==> src/rtl/ifetch.sv <==
// Instruction fetch stage: PC generation, single-outstanding instruction bus
// requests, a one-entry stall buffer and a registered instruction output.
// Jumps flush everything in flight; NOP bubbles fill cycles with no instruction.
module ifetch #(
    parameter logic [31:0] RESET_PC = 32'h0000_0000,
    parameter logic [31:0] NOP_INST = 32'h0000_0001
) (
    input  logic        clk,
    input  logic        rst,
    input  logic        jump_en_i,
    input  logic [31:0] jump_addr_i,
    input  logic        hold_i,
    output logic        ibus_req_o,
    output logic [31:0] ibus_addr_o,
    input  logic        ibus_gnt_i,
    input  logic        ibus_rvalid_i,
    input  logic [31:0] ibus_rdata_i,
    output logic [31:0] inst_o,
    output logic [31:0] inst_addr_o,
    output logic        inst_valid_o
);

    typedef enum logic [1:0] {StRst, StReq, StWait, StFull} state_e;

    state_e      state;
    logic [31:0] pc;
    logic [31:0] pend_pc;
    logic        discard;
    logic        buf_valid;
    logic [31:0] buf_inst;
    logic [31:0] buf_addr;

    logic        rsp_in_wait;
    logic        rsp_accept;

    // Responses only count while a request is outstanding.
    assign rsp_in_wait = (state == StWait) && ibus_rvalid_i;
    // A response goes straight to the output register only if nothing outranks it.
    assign rsp_accept  = rsp_in_wait && !discard && !jump_en_i && !hold_i;

    // Request and address come straight from state registers.
    assign ibus_req_o  = (state == StReq);
    assign ibus_addr_o = pc;

    // Fetch control FSM: PC, outstanding-request tracking and the stall buffer.
    always_ff @(posedge clk) begin
        if (rst) begin
            state     <= StRst;
            pc        <= RESET_PC;
            pend_pc   <= RESET_PC;
            discard   <= 1'b0;
            buf_valid <= 1'b0;
            buf_inst  <= NOP_INST;
            buf_addr  <= RESET_PC;
        end else begin
            unique case (state)
                StRst: begin
                    if (jump_en_i) begin
                        pc <= jump_addr_i;
                    end
                    state <= StReq;
                end
                StReq: begin
                    if (ibus_gnt_i) begin
                        // A granted request is always tracked, even if a jump
                        // arrives with it; its word is then thrown away.
                        pend_pc <= pc;
                        discard <= jump_en_i;
                        pc      <= jump_en_i ? jump_addr_i : pc + 32'd4;
                        state   <= StWait;
                    end else if (jump_en_i) begin
                        pc <= jump_addr_i;
                    end
                end
                StWait: begin
                    if (ibus_rvalid_i) begin
                        discard <= 1'b0;
                        if (jump_en_i) begin
                            pc <= jump_addr_i;
                        end
                        if (!discard && !jump_en_i && hold_i) begin
                            buf_inst  <= ibus_rdata_i;
                            buf_addr  <= pend_pc;
                            buf_valid <= 1'b1;
                            state     <= StFull;
                        end else begin
                            state <= StReq;
                        end
                    end else if (jump_en_i) begin
                        discard <= 1'b1;
                        pc      <= jump_addr_i;
                    end
                end
                StFull: begin
                    if (jump_en_i) begin
                        buf_valid <= 1'b0;
                        pc        <= jump_addr_i;
                        state     <= StReq;
                    end else if (!hold_i) begin
                        // Buffer drains into the output register this cycle.
                        buf_valid <= 1'b0;
                        state     <= StReq;
                    end
                end
                default: begin
                    state <= StRst;
                end
            endcase
        end
    end

    // Output register toward decode: jump > hold > buffer > response > bubble.
    always_ff @(posedge clk) begin
        if (rst) begin
            inst_o       <= NOP_INST;
            inst_addr_o  <= RESET_PC;
            inst_valid_o <= 1'b0;
        end else if (jump_en_i) begin
            inst_o       <= NOP_INST;
            inst_valid_o <= 1'b0;
        end else if (hold_i) begin
            // Decode is stalled: keep presenting the same instruction.
        end else if (buf_valid) begin
            inst_o       <= buf_inst;
            inst_addr_o  <= buf_addr;
            inst_valid_o <= 1'b1;
        end else if (rsp_accept) begin
            inst_o       <= ibus_rdata_i;
            inst_addr_o  <= pend_pc;
            inst_valid_o <= 1'b1;
        end else begin
            inst_o       <= NOP_INST;
            inst_valid_o <= 1'b0;
        end
    end

endmodule

==> config.mk <==
export PLATFORM = sky130hd
export DESIGN_NAME = ifetch
export DESIGN_NICKNAME = d
export VERILOG_FILES = /design/src/rtl/ifetch.sv
export SDC_FILE = /design/constraint.sdc
export NUM_CORES = 1
export LEC_CHECK = 0
export BUFFER_PORTS_ARGS = -buffer_cell sky130_fd_sc_hd__buf_2
export CORE_ASPECT_RATIO = 0.5
export CORE_MARGIN = 2
export CORE_UTILIZATION = 45
export CTS_CLUSTER_SIZE = 10
export DETAILED_ROUTE_END_ITERATION = 10
export GPL_ROUTABILITY_DRIVEN = 0
export PLACE_DENSITY = 0.64
export SLEW_MARGIN = 20
export SYNTH_ARGS = -nofsm -noshare
export SYNTH_HDL_FRONTEND = slang
export SYNTH_SLANG_ARGS = --single-unit
==> constraint.sdc <==
create_clock -name clk -period 5.3 [get_ports clk]
set_clock_uncertainty 0.2 [all_clocks]
set_input_delay 1.59 -clock clk [delete_from_list [all_inputs] [get_ports clk]]
set_output_delay 1.59 -clock clk [all_outputs]
set_load 0.05 [all_outputs]
Word-level counts from Yosys, hierarchy flattened
Index checks and enable logic that the tools add are counted.
- register bits after elaboration: 197
- bits in latches: 0
- memory bits (writable): 0
- bits in read-only memories: 0
- input bits: 70
- output and inout port bits: 98
- logic and storage cells: 67
- memories: 0
- add/sub/neg operators: 1
- multiply operators: 0
- div/mod/pow operators: 0
- order comparisons: 0
- equality and inequality tests: 8
- shift-type cells: 0
- multiplexer cells: 25
- bitwise operators: 2
- reduce and logical (&&, ||, !) cells: 21
- operators with widths (operator ; count):
    $mux 32 ; 7
    $pmux 32 s2 ; 1
    $add 32x3->32 const B ; 1
    $reduce_and 3->1 ; 4
    $mux 2 ; 5
    $mux 1 ; 9
    $pmux 2 s4 ; 1
    $logic_and 1x1->1 ; 6
    $ne 3x3->1 const B ; 2
    $reduce_bool 2->1 ; 3
    $eq 2x2->1 const B ; 2
    $ne 2x1->1 const B ; 2
    $pmux 1 s2 ; 2
    $reduce_and 4->1 ; 1
    $logic_not 1->1 ; 3
    $reduce_or 3->1 ; 1
    $eq 2x1->1 const B ; 1
    $logic_not 2->1 ; 1
    $ne 2x2->1 const B ; 1
    $not 1->1 ; 2
    $reduce_and 2->1 ; 1
    $reduce_or 2->1 ; 1

Logic depth before layout (Yosys ltp)
- depth in word-level cells: 7
- gate-level depth with buffers: 8
- depth with buffers taken out: 6

Least setup slack after synthesis
No wires, ideal clock.
- path kind: input-to-reg
- start: in ibus_gnt_i
- end: reg pc[15] (netlist: ibus_addr_o[15])
- library setup time: 0.118 ns
- data arrival time: 2.900 ns
- data required time: 4.982 ns
- path slack: 2.082 ns
- cell stages on the path: 5
- buffers on the path: 1
- path through: nand4_2 -> or3_1 -> buf_2 -> or4b_1 -> o2111a_1
- word-level cells in the longest chain between the ends: 2
- RTL lines (element ; line ; source):
    start, declared ; 15 ; input logic ibus_gnt_i,
    $mux 32 ; 64 ; if (ibus_gnt_i) begin
    $pmux 32 s2 ; 56 ; unique case (state)
    end signal, assigned ; 59 ; pc <= jump_addr_i;
    end signal, assigned ; 69 ; pc <= jump_en_i ? jump_addr_i : pc + 32'd4;
    end signal, assigned ; 72 ; pc <= jump_addr_i;
    end, declared ; 26 ; logic [31:0] pc;
No other way between the ends.
A chain may end at the register's enable or synchronous reset.

Worst setup path after layout
- start: in jump_en_i
- end: reg buf_addr[5]
- word-level cells in the longest chain between the ends: 4
- RTL lines (element ; line ; source):
    start, declared ; 10 ; input logic jump_en_i,
    $logic_not 1->1 ; 81 ; if (!discard && !jump_en_i && hold_i) begin
    $logic_and 1x1->1 (2 in series) ; 81 ;
    $reduce_and 3->1 (no line) ; - ;
    end signal, assigned ; 83 ; buf_addr <= pend_pc;
    end, declared ; 31 ; logic [31:0] buf_addr;
No other way between the ends.

==> summary.txt <==
SETUP PATH
-------------------------------------------------------------------------------------
Cells along the critical path                                            buf_2 > nor4bb_1 > and2_2 > buf_12 > nand2_1 > a21oi_1
Critical R2R Capture                                                     ibus_addr_o[22]
Worst reg2reg path startpoint                                                state[1]
Worst Setup End Kind                                                             flop
Register-to-register setup slack                                              2.44 ns
Critical Path Max Stage Delay                                                 0.67 ns
Worst setup SP type                                                        input port
Worst R2R Path Depth                                                                6
Crit path max-delay cell type                                            sky130_fd_sc_hd__and2_2
Largest fanout on the critical path                                                37
Critical setup path kind                                                    in -> reg
CP arrival                                                                    3.61 ns
Crit path required time                                                       5.45 ns
Buffers & Inverters on Critical Path                                                2
Gate family responsible for the most delay along the worst path          simple AND/OR/NAND/NOR gates

GLOBAL ROUTING
-------------------------------------------------------------------------------------
GR Util met1                                                                    0.294
Vias in the first global route                                                  6,942
Overall fraction of global-route tracks in use                                  0.223
Grt ovf                                                                             0
Number of antenna violations at the first check in global routing                   2
Wire length of the first global-routing pass                             35,100 microns
Met3 global-route usage                                                        0.0509
Highest-utilization routing layer at the global route stage                      met2
M2 GR Usage                                                                     0.369
Pin count of the biggest net entering global routing                              162

LOGIC SYNTHESIS
-------------------------------------------------------------------------------------
Share of flip-flops with an asynchronous set or reset after synthesis               0
YS warnings                                                                         0
Post-synth EDFFs                                                                    0
Mapped cell area                                                         0.00823 sq mm
Count of mapped cells out of synthesis                                            971
Commonest register cell after synthesis                                  sky130_fd_sc_hd__dfxtp_1
Register bit count reported by yosys                                              197
Register area share after synthesis                                             0.479
Number of library cell types mapped by synthesis                                   48
Number of nets in the synthesized netlist                                       1,046
Post-Synthesis Mean Instance Area                                          8.48 sq um

POWER AND IR DROP
-------------------------------------------------------------------------------------
Power density relative to cell area                                       317 mW/mm^2
Final total power                                                             3.08 mW
Register share of total power                                                   0.504
Clock network fraction of total power                                           0.403
Cell internal pwr                                                             2.23 mW
Part of the total power dissipated in combinational logic                       0.093
Net Switching                                                                  856 uW
Worst voltage drop across the vdd grid                                     0.000228 V
Switch share                                                                    0.278
Leakage power                                                                 3.50 nW

CLOCK NETWORK
-------------------------------------------------------------------------------------
Number of buffers added by the clock tree synthesis step                           17
TritonCTS clock tree                                                            built
Later-pin clock latency in the skew report                                    0.43 ns
Root Buffer                                                              sky130_fd_sc_hd__clkbuf_16
Post-CTS Repair Setup Buffers                                                       0
Post-CTS sizing                                                                     0
Htree depth                                                                         4
Clock sinks                                                                       197
Hold-fix buffers at CTS                                                             0
Clock-pin slew of the registers on the worst-case setup and hold paths        0.07 ns
Number of buffers between clock root and the deepest sink                           2

ROUTE
-------------------------------------------------------------------------------------
First-pass iteration count of the detailed router                                   5
Routed len/inst                                                          16.2 microns
Post-DR vias/cell                                                                5.48
Antenna-violating nets left                                                         0
Remaining routing DRC violations                                                    0
Iter 0 DRT Violations                                                             418
DR vias                                                                         7,336
Wire length reported by the detailed router                              21,700 microns

HOLD PATH
-------------------------------------------------------------------------------------
Hold path startpoint                                                      buf_inst[1]
Path class of the lowest-slack min-delay path                              reg -> reg
Worst hold stages                                                                   2
Destination of the worst hold path                                        buf_inst[1]

DIE
-------------------------------------------------------------------------------------
Area of the core                                                         0.0177 sq mm
Number of placed I/O pins                                                         168
Initial cell density of the core                                                0.466
Die height                                                               99.6 microns
Die area                                                                 0.0195 sq mm
Floorplan die width                                                       195 microns
Floorplan row count                                                                34

TIMING
-------------------------------------------------------------------------------------
Slew @ Worst Pin                                                              1.05 ns
Relative slew margins                                                           0.300
Max Slew Vio Count                                                                  0
Time the worst path needs with I/O delays and setup                           3.46 ns
RSZ-0062 raised after global routing                                               no
Setup TNS                                                                        0 ns
F_max                                                                         289 MHz
Hold violation count in the final report                                            0
Final worst-path cycle share                                                    0.652
Final count of negative-setup-slack endpoints                                       0

JOB
-------------------------------------------------------------------------------------
Max-cap violation count                                                             0

CELLS AND AREA
-------------------------------------------------------------------------------------
Syn-to-layout area delta                                                        18.4%
Commonest non-fill, non-tap cells in the layout                          sky130_fd_sc_hd__nand2_1 (210), sky130_fd_sc_hd__dfxtp_1 (196), sky130_fd_sc_hd__buf_2 (166)
Final core area utilization                                                     0.552
Fraction of layout instances using a drive strength above 1                     0.227
Final layout net count                                                          1,167
Most common library cell in the layout ignoring fill and taps            sky130_fd_sc_hd__nand2_1

PLACEMENT
-------------------------------------------------------------------------------------
Detailed-placement wirelength estimate                                   13,900 microns
Input/output buffers                                                              167

OUTCOME
-------------------------------------------------------------------------------------
Status                                                                   finished, final reports clean

-- power groups by stage --
stage	clock, mW	combinational (mW)	sequential, mW
6_report	1.24	0.287	1.55
5_1_grt	1.33	0.311	1.56
4_1_cts	1.27	0.288	1.55
3_5_place_dp	0	0.286	1.59
3_3_place_gp	0	0.282	1.59
2_1_floorplan	0	0.136	1.64
-- layout make-up --
type / instances / area [sq um]
Sequential cell: 197 / 3950
Timing Repair Buffer: 176 / 931
Clock inverter: 13 / 118
Fill cell: 1658 / 7910
Clock buffer: 18 / 439
Tap cell: 234 / 293
Antenna cell: 1 / 2.50
Multi-Input combinational cell: 685 / 3960
Inverter: 15 / 56.3
-- sequential cells by signal (all words and copies together), names as in the netlist --
register,count
buf_addr,32
inst_valid_o,1
discard,1
buf_valid,1
state,2
buf_inst,32
inst_o,32
ibus_addr_o,32
pend_pc,32
inst_addr_o,32
-- stage by stage --
stage,instance area [sq um],hold slack [ns],setup slack (ns),cells
finish,9740,0.253,1.84,1339
global route,9740,0.269,1.56,1338
CTS,9740,0.256,1.84,1338
detailed placement,9180,0.246,1.41,1307
global placement,9180,0.238,1.44,1307
floorplan,8230,0.233,2.08,971
-- routing by layer --
metal / up-vias / share of wire
met2: 165 / 0.46
li1: 3641 / -
met4: 2 / 0.015
met3: 33 / 0.049
met5: - / 0.00060
met1: 3495 / 0.47
-- worst max path at each step --
stage | startpoint | endpoint | slack, ns | depth (start not counted)
CTS | jump_en_i | buf_addr[9] | 1.84 | 6
global route | jump_en_i | buf_addr[11] | 1.56 | 6
floorplan | ibus_gnt_i | ibus_addr_o[15] | 2.08 | 5
global placement | ibus_gnt_i | ibus_addr_o[22] | 1.44 | 5
detailed placement | jump_en_i | buf_addr[9] | 1.41 | 6
finish | jump_en_i | buf_addr[5] | 1.84 | 6
-- cell families (layout without fill, tap and decap cells) --
kind of cell	count (synthesis)	count (layout)	synth area share
flip-flops	197	197	0.479
XOR/XNOR	10	10	0.0106
other	0	1	0
AND/OR/NAND/NOR	385	385	0.203
AO/OA/AOI/OAI	217	217	0.169
adder cells (fa/ha/maj)	5	5	0.00760
multiplexers	68	68	0.0877
buffers and inverters	89	222	0.0427
-- worst min-delay path, stage by stage (launching register included) --
cell                      delay (ns)
sky130_fd_sc_hd__dfxtp_1        0.31
sky130_fd_sc_hd__nand2_1        0.05
sky130_fd_sc_hd__a21oi_1        0.05
-- synthesized netlist by cell type, types with 4 or more instances --
| master | instances | area, sq um |
|---|---|---|
| sky130_fd_sc_hd__nor2_1 | 92 | 345 |
| sky130_fd_sc_hd__and4_1 | 6 | 52.6 |
| sky130_fd_sc_hd__o21ai_0 | 9 | 45.0 |
| sky130_fd_sc_hd__a311oi_1 | 10 | 87.6 |
| sky130_fd_sc_hd__ha_1 | 5 | 62.6 |
| sky130_fd_sc_hd__inv_1 | 15 | 56.3 |
| sky130_fd_sc_hd__mux2i_1 | 35 | 350 |
| sky130_fd_sc_hd__mux2_2 | 33 | 372 |
| sky130_fd_sc_hd__a21oi_1 | 101 | 505 |
| sky130_fd_sc_hd__buf_1 | 9 | 33.8 |
| sky130_fd_sc_hd__or3_1 | 9 | 56.3 |
| sky130_fd_sc_hd__a2111oi_0 | 4 | 35.0 |
| sky130_fd_sc_hd__nand4_1 | 7 | 43.8 |
| sky130_fd_sc_hd__nand2_1 | 213 | 800 |
| sky130_fd_sc_hd__or4_1 | 4 | 30.0 |
| sky130_fd_sc_hd__a211oi_1 | 45 | 338 |
| sky130_fd_sc_hd__buf_2 | 8 | 40.0 |
| sky130_fd_sc_hd__xnor2_1 | 10 | 87.6 |
| sky130_fd_sc_hd__nor4_1 | 14 | 87.6 |
| sky130_fd_sc_hd__nand2b_1 | 4 | 25.0 |
| sky130_fd_sc_hd__a22oi_1 | 32 | 240 |
| sky130_fd_sc_hd__clkbuf_1 | 56 | 210 |
| sky130_fd_sc_hd__nor3_1 | 9 | 45.0 |
| sky130_fd_sc_hd__dfxtp_1 | 197 | 3940 |
| sky130_fd_sc_hd__nand3_1 | 14 | 70.1 |
Power figures use the tool's default switching activity.
